===== src/rtl/fetch_pkg.sv =====
// Shared state encoding and constants for the PC fetch unit.
package fetch_pkg;

    typedef enum logic [2:0] {
        S_REQ,
        S_WAIT,
        S_PF,
        S_PFW,
        S_FULL,
        S_DROP
    } fetch_state_e;

    localparam logic [31:0] NOP_INSTR = 32'h0000_0013;
    localparam int unsigned PC_STEP   = 4;

endpackage


===== src/rtl/fetch_skid_buf.sv =====
// One-entry instruction/PC holding buffer for a prefetch response that
// returned while decode was stalled.
module fetch_skid_buf #(
    parameter int unsigned XLEN = 32
) (
    input  logic            clk,
    input  logic            rst,
    input  logic            wr,
    input  logic [XLEN-1:0] wdata,
    input  logic [XLEN-1:0] wpc,
    input  logic            rd,
    input  logic            flush,
    output logic            valid,
    output logic [XLEN-1:0] rdata,
    output logic [XLEN-1:0] rpc
);

    logic            valid_q;
    logic [XLEN-1:0] data_q;
    logic [XLEN-1:0] pc_q;

    always_ff @(posedge clk) begin
        if (rst) begin
            valid_q <= 1'b0;
        end else if (wr) begin
            valid_q <= 1'b1;
        end else if (rd || flush) begin
            valid_q <= 1'b0;
        end
    end

    // Payload needs no reset: it is only observed while valid_q is set.
    always_ff @(posedge clk) begin
        if (wr) begin
            data_q <= wdata;
            pc_q   <= wpc;
        end
    end

    assign valid = valid_q;
    assign rdata = data_q;
    assign rpc   = pc_q;

endmodule


===== src/rtl/pc_fetch_unit.sv =====
// Program counter and instruction fetch with one speculative prefetch.
// Define FETCH_PERF_CNT_EN to add the perf_fetched/perf_squashed/perf_stall counters.
module pc_fetch_unit
    import fetch_pkg::*;
#(
    parameter logic [31:0] RESET_PC = 32'h0000_0000,
    parameter int unsigned XLEN     = 32
) (
    input  logic            clk,
    input  logic            rst,
    output logic            imem_req_valid,
    input  logic            imem_req_ready,
    output logic [XLEN-1:0] imem_addr,
    input  logic            imem_rsp_valid,
    input  logic [XLEN-1:0] imem_rdata,
    output logic            instr_valid,
    input  logic            instr_ready,
    output logic [XLEN-1:0] instr,
    output logic [XLEN-1:0] instr_pc,
    input  logic            pcsrc,
    input  logic [XLEN-1:0] imm_ext
`ifdef FETCH_PERF_CNT_EN
    ,
    output logic [31:0]     perf_fetched,
    output logic [31:0]     perf_squashed,
    output logic [31:0]     perf_stall
`endif
);

    fetch_state_e    state_q, state_d;
    logic [XLEN-1:0] fetch_pc_q, fetch_pc_d;
    logic [XLEN-1:0] req_pc_q, req_pc_d;
    logic [XLEN-1:0] instr_q, instr_d;
    logic [XLEN-1:0] instr_pc_q, instr_pc_d;
    logic            instr_valid_q, instr_valid_d;

    logic            hs, acc, redirect;
    logic [XLEN-1:0] target;
    logic            buf_wr, buf_rd, buf_flush, buf_valid;
    logic [XLEN-1:0] buf_data, buf_pc;
    logic            delivered, squashed;

    // Gated by rst so no request is visible while reset is held.
    assign imem_req_valid = ((state_q == S_REQ) || (state_q == S_PF)) && !rst;
    assign imem_addr      = fetch_pc_q;
    assign hs             = imem_req_valid && imem_req_ready;
    assign acc            = instr_valid_q && instr_ready;
    assign redirect       = acc && pcsrc;
    assign target         = instr_pc_q + imm_ext;

    fetch_skid_buf #(
        .XLEN (XLEN)
    ) u_skid (
        .clk   (clk),
        .rst   (rst),
        .wr    (buf_wr),
        .wdata (imem_rdata),
        .wpc   (req_pc_q),
        .rd    (buf_rd),
        .flush (buf_flush),
        .valid (buf_valid),
        .rdata (buf_data),
        .rpc   (buf_pc)
    );

    always_comb begin
        state_d       = state_q;
        fetch_pc_d    = fetch_pc_q;
        req_pc_d      = req_pc_q;
        instr_d       = instr_q;
        instr_pc_d    = instr_pc_q;
        instr_valid_d = instr_valid_q && !acc;
        buf_wr        = 1'b0;
        buf_rd        = 1'b0;
        buf_flush     = 1'b0;
        delivered     = 1'b0;
        squashed      = 1'b0;

        if (redirect) begin
            fetch_pc_d = target;
        end else if (hs) begin
            fetch_pc_d = fetch_pc_q + XLEN'(PC_STEP);
        end
        if (hs) begin
            req_pc_d = fetch_pc_q;
        end

        unique case (state_q)
            S_REQ: begin
                if (hs) state_d = S_WAIT;
            end
            S_WAIT: begin
                if (imem_rsp_valid) begin
                    instr_d       = imem_rdata;
                    instr_pc_d    = req_pc_q;
                    instr_valid_d = 1'b1;
                    delivered     = 1'b1;
                    state_d       = S_PF;
                end
            end
            S_PF: begin
                if (acc) begin
                    if (pcsrc) state_d = hs ? S_DROP : S_REQ;
                    else       state_d = hs ? S_WAIT : S_REQ;
                end else if (hs) begin
                    state_d = S_PFW;
                end
            end
            S_PFW: begin
                if (acc && pcsrc) begin
                    if (imem_rsp_valid) begin
                        squashed = 1'b1;
                        state_d  = S_REQ;
                    end else begin
                        state_d  = S_DROP;
                    end
                end else if (acc) begin
                    if (imem_rsp_valid) begin
                        instr_d       = imem_rdata;
                        instr_pc_d    = req_pc_q;
                        instr_valid_d = 1'b1;
                        delivered     = 1'b1;
                        state_d       = S_PF;
                    end else begin
                        state_d = S_WAIT;
                    end
                end else if (imem_rsp_valid) begin
                    buf_wr  = 1'b1;
                    state_d = S_FULL;
                end
            end
            S_FULL: begin
                if (acc && pcsrc) begin
                    buf_flush = 1'b1;
                    squashed  = 1'b1;
                    state_d   = S_REQ;
                end else if (acc && buf_valid) begin
                    instr_d       = buf_data;
                    instr_pc_d    = buf_pc;
                    instr_valid_d = 1'b1;
                    buf_rd        = 1'b1;
                    delivered     = 1'b1;
                    state_d       = S_PF;
                end
            end
            S_DROP: begin
                if (imem_rsp_valid) begin
                    squashed = 1'b1;
                    state_d  = S_REQ;
                end
            end
            default: state_d = S_REQ;
        endcase
    end

    always_ff @(posedge clk) begin
        if (rst) begin
            state_q       <= S_REQ;
            fetch_pc_q    <= XLEN'(RESET_PC);
            req_pc_q      <= XLEN'(RESET_PC);
            instr_q       <= XLEN'(NOP_INSTR);
            instr_pc_q    <= XLEN'(RESET_PC);
            instr_valid_q <= 1'b0;
        end else begin
            state_q       <= state_d;
            fetch_pc_q    <= fetch_pc_d;
            req_pc_q      <= req_pc_d;
            instr_q       <= instr_d;
            instr_pc_q    <= instr_pc_d;
            instr_valid_q <= instr_valid_d;
        end
    end

    assign instr_valid = instr_valid_q;
    assign instr       = instr_q;
    assign instr_pc    = instr_pc_q;

`ifdef FETCH_PERF_CNT_EN
    logic [31:0] fetched_q, squashed_q, stall_q;

    always_ff @(posedge clk) begin
        if (rst) begin
            fetched_q  <= '0;
            squashed_q <= '0;
            stall_q    <= '0;
        end else begin
            if (delivered)      fetched_q  <= fetched_q + 32'd1;
            if (squashed)       squashed_q <= squashed_q + 32'd1;
            if (!instr_valid_q) stall_q    <= stall_q + 32'd1;
        end
    end

    assign perf_fetched  = fetched_q;
    assign perf_squashed = squashed_q;
    assign perf_stall    = stall_q;
`else
    logic unused_perf;
    assign unused_perf = delivered ^ squashed;
`endif

endmodule


===== config.mk =====
export PLATFORM = sky130hd
export DESIGN_NAME = pc_fetch_unit
export DESIGN_NICKNAME = d
export VERILOG_FILES = /design/src/rtl/fetch_pkg.sv /design/src/rtl/fetch_skid_buf.sv /design/src/rtl/pc_fetch_unit.sv
export SDC_FILE = /design/constraint.sdc
export NUM_CORES = 1
export LEC_CHECK = 0
export ABC_AREA = 1
export CORE_MARGIN = 5
export CORE_UTILIZATION = 45
export DETAILED_ROUTE_END_ITERATION = 6
export GPL_TIMING_DRIVEN = 0
export HOLD_SLACK_MARGIN = 0.05
export PLACE_DENSITY_LB_ADDON = 0.08
export SLEW_MARGIN = 20
export SYNTH_ARGS = -nofsm -noshare
export SYNTH_HDL_FRONTEND = slang
export SYNTH_HIERARCHICAL = 1
export SYNTH_SLANG_ARGS = --single-unit

===== constraint.sdc =====
create_clock -name clk -period 6.3 [get_ports clk]
set_input_delay 1.26 -clock clk [delete_from_list [all_inputs] [get_ports clk]]
set_output_delay 1.26 -clock clk [all_outputs]
set_load 0.01 [all_outputs]

Word level (Yosys, flattened, before mapping)
Cells that the tools add are included.

Equal/unequal tests: 15. Add/sub/neg operators: 2. Multiplexer cells: 47. Reduce and logical (&&, ||, !) cells: 16.

Operators with widths (count): $mux 32 (12); $pmux 32 s3 (2); $mux 3 (13); $add 32x3->32 const B (1); $add 32x32->32 (1); $pmux 3 s6 (1); $mux 1 (17); $ne 2x2->1 const B (7); $eq 3x2->1 const B (2); $eq 3x3->1 const B (2); $logic_and 1x1->1 (6); $ne 3x3->1 const B (2); $reduce_and 6->1 (1); $reduce_and 5->1 (1); $ne 4x4->1 const B (1); $reduce_bool 2->1 (2); $eq 3x1->1 const B (1); $logic_not 3->1 (1); $pmux 1 s3 (1); $reduce_bool 3->1 (1); $logic_not 1->1 (2); $logic_or 1x1->1 (2); $mux 2 (1).

Bits of input ports: 70. Word-level logic and storage cells: 89. Register bits: 197. Output and inout port bits: 98.

Depth between registers and ports, before layout
Word-level depth: 8. Gate-level depth with buffers: 15. Gate-level depth less buffers: 15.

By module
Netlist, hierarchy kept.

By module, submodules not included: pc_fetch_unit (area an instance 8353.0 sq um, instances 1, cells each 1338, sequential area each 2642.5 sq um); fetch_skid_buf (area an instance 1971.9 sq um, instances 1, cells each 70, sequential area each 1941.9 sq um).

Worst setup path before layout
Ideal clock, no wire load.

Path type: input to register. Start point: input instr_ready. End point: register u_skid.valid_q, in the netlist u_skid/valid. Buffers on the path: 0. Setup slack: -0.202 ns. Required time: 6.222 ns. Setup time: 0.078 ns. Stages on the path: 5. Arrival: 6.424 ns. Path through: nand2_1 -> inv_1 -> nor3_1 -> inv_1 -> a21oi_2.

Elaborated cells on any way between the ends: 14. Classes of those cells: mux: 9; reduce/logical: 5.

RTL lines: start, declared (line pc_fetch_unit.sv:17) `input logic instr_ready,`; $logic_and 1x1->1 * (line pc_fetch_unit.sv:47) `assign acc = instr_valid_q && instr_ready;`; $mux 1 / $logic_and 1x1->1 (equally long branches) (line pc_fetch_unit.sv:117, pc_fetch_unit.sv:110); $mux 1 * (line pc_fetch_unit.sv:110) `if (acc && pcsrc) begin`; $mux 1 * (line pc_fetch_unit.sv:88) `unique case (state_q)`; net buf_wr (line pc_fetch_unit.sv:39) `logic buf_wr, buf_rd, buf_flush, buf_valid;`; $mux 1 / $reduce_bool 2->1 (equally long branches); end signal, assigned (line fetch_skid_buf.sv:24) `valid_q <= 1'b0;`; end signal, assigned (line fetch_skid_buf.sv:26) `valid_q <= 1'b1;`; end signal, assigned (line fetch_skid_buf.sv:28) `valid_q <= 1'b0;`; end, declared (line fetch_skid_buf.sv:18) `logic valid_q;`.

The timed path passes the listed nets; every way through them passes the cells marked *. A chain may end at the register's enable or synchronous reset.

Worst setup path after layout
Start point: input rst. End point: output imem_req_valid.

Word-level cells in the longest chain between the ends: 2.

RTL lines: start, declared (line pc_fetch_unit.sv:10) `input logic rst,`; $logic_not 1->1 (line pc_fetch_unit.sv:44) `assign imem_req_valid = ((state_q == S_REQ) || (state_q == S_PF)) && !rst;`; $logic_and 1x1->1 (line pc_fetch_unit.sv:44); end, declared (line pc_fetch_unit.sv:11) `output logic imem_req_valid,`.

Every way passes these cells.

==> flow_metrics.py <==
metrics = {
    "routing": {
        "drt_wl_total_um": 34300,
        "antenna_left": 0,
        "avgViaCountPerCell": 5.41,
        "dr.pass1.iters": 6,
        "wl_per_cell_um": 18.1,
        "drtIter0Drc": 1079,
        "vias": 10300,
        "drc": 0,
    },
    "worst_setup_path": {
        "path_cells": "clkdlybuf4s50_1 -> buf_2 -> nor3_1 -> clkdlybuf4s50_1",
        "crit_family": "buffers and inverters",
        "critical_path_class": "input port to primary output",
        "r2r_setup_slack_ps": 3790,
        "cp.arrival_ps": 2720,
        "slowest_stage": "clkdlybuf4s50_1",
        "reg2reg_from": "instr_pc[0]",
        "crit_top_cell": "clkdlybuf4s50_1",
        "cp_max_fo": 10,
        "reg2reg_to": "imem_addr[28]",
        "path_buf_inv": 3,
        "cp.required_ps": 5040,
        "rr_worst_depth": 13,
        "crit_path_end_kind": "primary output",
        "startpoint": "rst",
        "crit_path_start_kind": "input port",
        "slowest_delay_ps": 580,
    },
    "floorplanning": {
        "num_rows": 55,
        "start_util_pct": 45.6,
        "ios": 168,
        "dieArea_um2": 26100,
        "die_w_um": 161,
        "die_y_um": 161,
        "core_area_um2": 22600,
    },
    "logic_synthesis": {
        "synth_cell_type_count": 46,
        "synth-edff-count": 64,
        "synth_ff_type": "dfxtp_1",
        "netlist_area_um2": 10300,
        "yosysTopAreaCell": "dfxtp_1",
        "ys_warn_count": 6,
        "synth_area_leaders": "dfxtp_1 (26%), edfxtp_1 (19%), nand2_1 (15%)",
        "seq_area_frac_synth_pct": 44.4,
        "synthArstFlopShare_pct": 0,
        "syn_nets": 1511,
        "syn-mean-instance-area_um2": 7.33,
        "ys_ff_latch": 197,
        "syn-instance-count": 1408,
        "synth_top_area_share_pct": 25.8,
    },
    "layout": {
        "layout_commonest_cell": "nand2_1",
        "layout-drive-gt1-share_pct": 4.65,
        "antenna_cells": 0,
        "final_cell_count_no_fill": 1897,
        "syn_to_final_growth_pct": 26.5,
        "fin_nets": 1702,
        "mostFrequentLayoutCells": "nand2_1 (422), clkdlybuf4s50_1 (167), inv_1 (152), dfxtp_1 (133), o21ai_0 (105)",
        "post-route-util_pct": 57.7,
    },
    "global_routing": {
        "grt-ovfl-total": 0,
        "grtUsageTotal_pct": 25.8,
        "antenna_found_initial": 0,
        "grt_pass1_wl_um": 52900,
        "grt_pass1_vias": 9519,
        "grt_max_degree": 24,
    },
    "clock_tree": {
        "clk_latency_ps": 450,
        "htree_levels": 4,
        "clock-sinks": 197,
        "clockRootBuffer": "clkbuf_16",
        "cts_tree": "done",
        "cts_hold_buffers": 0,
        "numCtsBuffers": 17,
        "clockBufferDepth": 2,
        "postCtsResizedCells": 0,
        "post_cts_buffers": 0,
        "path_clk_slew_ps": 90,
    },
    "timing": {
        "fmax_mhz": 251,
        "drv_slew": 0,
        "hold_violations": 0,
        "period_share_pct": 63.1,
        "min_period_ps": 3980,
        "holdWs_ps": 462,
        "slew_headroom_pct": 34.5,
        "grt_setup_unrepaired": "false",
        "setup_viol": 0,
        "clock_skew_ps": 12.9,
        "worstMarginPinSlew_ps": 983,
        "finalSetupTns_ps": 0,
    },
    "min_path": {
        "hp-class": "flip-flop to flip-flop",
        "min-delay-start": "req_pc_q[1]",
        "min_path_cells": 0,
        "whs_endpoint": "u_skid/rpc[1]",
    },
    "place": {
        "place_inst": 1865,
        "dp.final_hpwl_um": 26400,
        "portBuffers": 167,
        "finalWeightedCongestion": 0.928,
    },
    "power": {
        "vdd_ir_drop_max_v": 0.000158,
        "p_leak_nw": 5.43,
        "power_density_nw_per_um2": 231,
    },
    "run": {
        "maxCapViolCount": 0,
    },
    "run_status": {
        "outcome": "finished clean",
    },
}
## power breakdown
part | switching, W | internal [W]
logic | 0.000254 | 0.000194
clock network | 0.000603 | 0.000560
registers | 0.0000503 | 0.00135
## Yosys cell counts, types with 13 or more instances
master,n
o21ai_1,20
o21ai_0,105
nand3_1,100
nor2_1,90
buf_2,16
dfxtp_1,133
nand4_1,16
nor3_1,13
edfxtp_1,64
clkbuf_1,36
a31oi_1,70
inv_1,152
a21oi_1,62
ha_1,32
nand2_1,422
## logic make-up (layout without fill, tap and decap cells)
group                    after synthesis  count (layout)  share of synthesized area (%)
AND/OR/NAND/NOR                      659             659                           26.3
AO/OA/AOI/OAI                        288             288                           15.8
buffers and inverters                218             422                           8.36
flip-flops                           197             197                           44.4
adder cells (fa/ha/maj)               33              33                           4.07
XOR/XNOR                              13              13                           1.10
## metal layers
metal | vias to the layer above | share of wire, % | global-route usage (%)
li1 | 5089 | - | -
met5 | - | 0 | 0
met3 | 31 | 8.4 | 4.08
met1 | 4724 | 46 | 38.2
met4 | 0 | 1.4 | 5.23
met2 | 410 | 44 | 40.1
## layout make-up
class                   count  area (um2)
fillers                  2141        9580
multi-input cells         993        4890
flip-flops and latches    197        4580
repair buffers            172        1740
inverters                 158         594
clock buffers              17         425
well taps                 285         357
plain buffers              60         269
clock inverters            15         203
## flip-flops by register name, indices dropped and copies added (netlist names)
| register | count |
|---|---|
| imem_addr | 32 |
| instr | 32 |
| instr_pc | 32 |
| req_pc_q | 32 |
| u_skid/rdata | 32 |
| u_skid/rpc | 32 |
| state_q | 3 |
| instr_valid | 1 |
| u_skid/valid | 1 |
## through the flow
| step | instance area, um2 | setup WS, ps | power [W] |
|---|---|---|---|
| floorplan | 10300 | 1840 | 0.00166 |
| global placement | 12400 | -280 | 0.00187 |
| detailed placement | 12400 | 2330 | 0.00187 |
| CTS | 13100 | 2310 | 0.00302 |
| global route | 13100 | 2170 | 0.00314 |
| finish | 13100 | 2320 | 0.00301 |
## how the worst max path moves through the flow
stage | cells after the start | slack, ps | endpoint
6_report | 4 | 2320 | imem_req_valid
2_1_floorplan | 5 | 1840 | u_skid/valid
4_1_cts | 4 | 2310 | imem_req_valid
3_3_place_gp | 6 | -280 | u_skid/valid
3_5_place_dp | 4 | 2330 | imem_req_valid
5_1_grt | 4 | 2170 | imem_req_valid
(Power assumes the default switching activity.)
==> RTL edit: new RTL, same settings <==
`XLEN` is set to 32 in 2 places; all go to 36.
--- a/src/rtl/fetch_skid_buf.sv
+++ b/src/rtl/fetch_skid_buf.sv
@@ -3,3 +3,3 @@
 module fetch_skid_buf #(
-    parameter int unsigned XLEN = 32
+    parameter int unsigned XLEN = 36
 ) (
--- a/src/rtl/pc_fetch_unit.sv
+++ b/src/rtl/pc_fetch_unit.sv
@@ -6,3 +6,3 @@
     parameter logic [31:0] RESET_PC = 32'h0000_0000,
-    parameter int unsigned XLEN     = 32
+    parameter int unsigned XLEN     = 36
 ) (
Ports: changed (5 resized); port bits go from 168 to 188. No check against the original RTL was run, so the function may have changed too.
==> RTL edit against the original RTL <==
Power up 22%. Register-to-register slack worse by 0.02 ns. Sequential cell count up 24. Design area up 14%. Setup slack better by 0.17 ns. Count of clock-buffer cells in the layout up 15. Synthesized area up 12%. Routed wire length up 17%. Critical path type unchanged. Largest power group is now the clock network.
==> RTL edit: results (changes against the original RTL) <==
metric;value;unit;change
wire_per_inst;19.07;microns;was 18.06 microns
grt_start_max_net_pins;17;;was 24
vias_per_cell;5.476;;was 5.405
whs_endpoint;u_skid/rpc[5];;was u_skid/rpc[1]
clkLatencyLatePin;0.55;ns;was 0.45 ns
antenna_found_initial;0;;unchanged
ff2ff_path_depth;14;;was 13
syn_avg_cell_area;7.532;sq um;was 7.333 sq um
first_pass_iters;5;;was 6
max_slew.worst_pin.slew;1.039;ns;was 0.9831 ns
rrSetupSlack;3.77;ns;was 3.79 ns
placed_cells;2057;;was 1865
dp_hpwl;30450;microns;was 26370 microns
drive_above_1_share;0.06254;;was 0.04653
ys_seq_area_frac;0.4453;;was 0.4440
nets;1870;;was 1702
ir_drop;0.2822;mV;was 0.1578 mV
dr.first_iter.drc_count;976;;was 1079
num_vias;11530;;was 10250
reg2reg_to;imem_addr[32];;was imem_addr[28]
cts_buffer_depth;3;;was 2
htree_num_levels;1;;was 4
numCtsBuffers;26;;was 17
grt_usage;0.2710;;was 0.2578
cts.reportedPaths.clkPinSlew;0.05;ns;was 0.09 ns
outcome;finished clean;;unchanged
fin_worst_skew;0.02165;ns;was 0.01288 ns
critPathMaxFanout;5;;was 10
hold_slack;0.4531;ns;was 0.4621 ns
synth_edf_count;72;;was 64
worstHoldStart;req_pc_q[5];;was req_pc_q[1]
fillCellCount;2379;;was 2141
synth_nets;1649;;was 1511
leakagePower;5.964;nW;was 5.434 nW
grt_first_pass_wirelength;62050;microns;was 52890 microns
synth_commonest_cells;nand2_1, dfxtp_1, inv_1, nand3_1, nor2_1;;was nand2_1, inv_1, dfxtp_1, o21ai_0, nand3_1
synthTopCellsByArea;dfxtp_1, edfxtp_1, nand2_1;;unchanged
port_buffers;187;;was 167
gp_congestion;0.9601;;was 0.9278
grt_pass1_vias;11050;;was 9519
ys_types;53;;was 46
-- RTL edit: per-layer routing --
layer / track usage / vias to the layer above / routed length, microns
met3: 0.05482 / 68 / 3480
met1: 0.3632 / 5333 / 17220
met4: 0.07465 / 0 / 1096
met2: 0.4481 / 486 / 18350
met5: 0 / - / 0
li1: - / 5640 / -
-- RTL edit: worst max-delay path by stage --
stage                           endpoint  cells after the start
after floorplan             u_skid/valid                      5
after global routing      imem_req_valid                      3
after CTS                 imem_req_valid                      3
after global placement      u_skid/valid                      6
after detailed placement     req_pc_q[3]                      7
final                     imem_req_valid                      3
-- RTL edit: cells by family after synthesis --
family / synth area share
AND/OR/NAND/NOR: 0.2556
adder cells (fa/ha/maj): 0.04072
AO/OA/AOI/OAI: 0.1644
flip-flops: 0.4453
XOR/XNOR: 0.01365
buffers and inverters: 0.08036
-- RTL edit: cell type report --
type / instances / area share
Clock inverter: 16 / 0.01513
Tap cell: 330 / 0.02773
Sequential cell: 221 / 0.3455
Clock buffer: 32 / 0.04723
Timing Repair Buffer: 193 / 0.1332
Buffer: 71 / 0.02765
Multi-Input combinational cell: 1105 / 0.3688
Inverter: 137 / 0.03471
-- RTL edit: where the power goes --
part           total [mW]  switching (mW)  internal (mW)
combinational       0.510           0.292          0.219
sequential           1.57          0.0515           1.52
clock                1.60           0.636          0.967
total                3.68           0.979           2.70
-- RTL edit: metrics by stage --
step | total power [mW] | setup slack (ns) | area (sq um)
detailed placement | 2.102 | 2.418 | 13960
global route | 3.818 | 2.436 | 14890
finish | 3.681 | 2.497 | 14890
global placement | 2.098 | -0.7773 | 13840
CTS | 3.704 | 2.480 | 14890
floorplan | 1.854 | 1.522 | 11560
-- RTL edit: critical path: stages --
cell             delay (ns)
clkdlybuf4s50_1        0.52
nor3_2                 0.17
clkdlybuf4s50_1        0.59
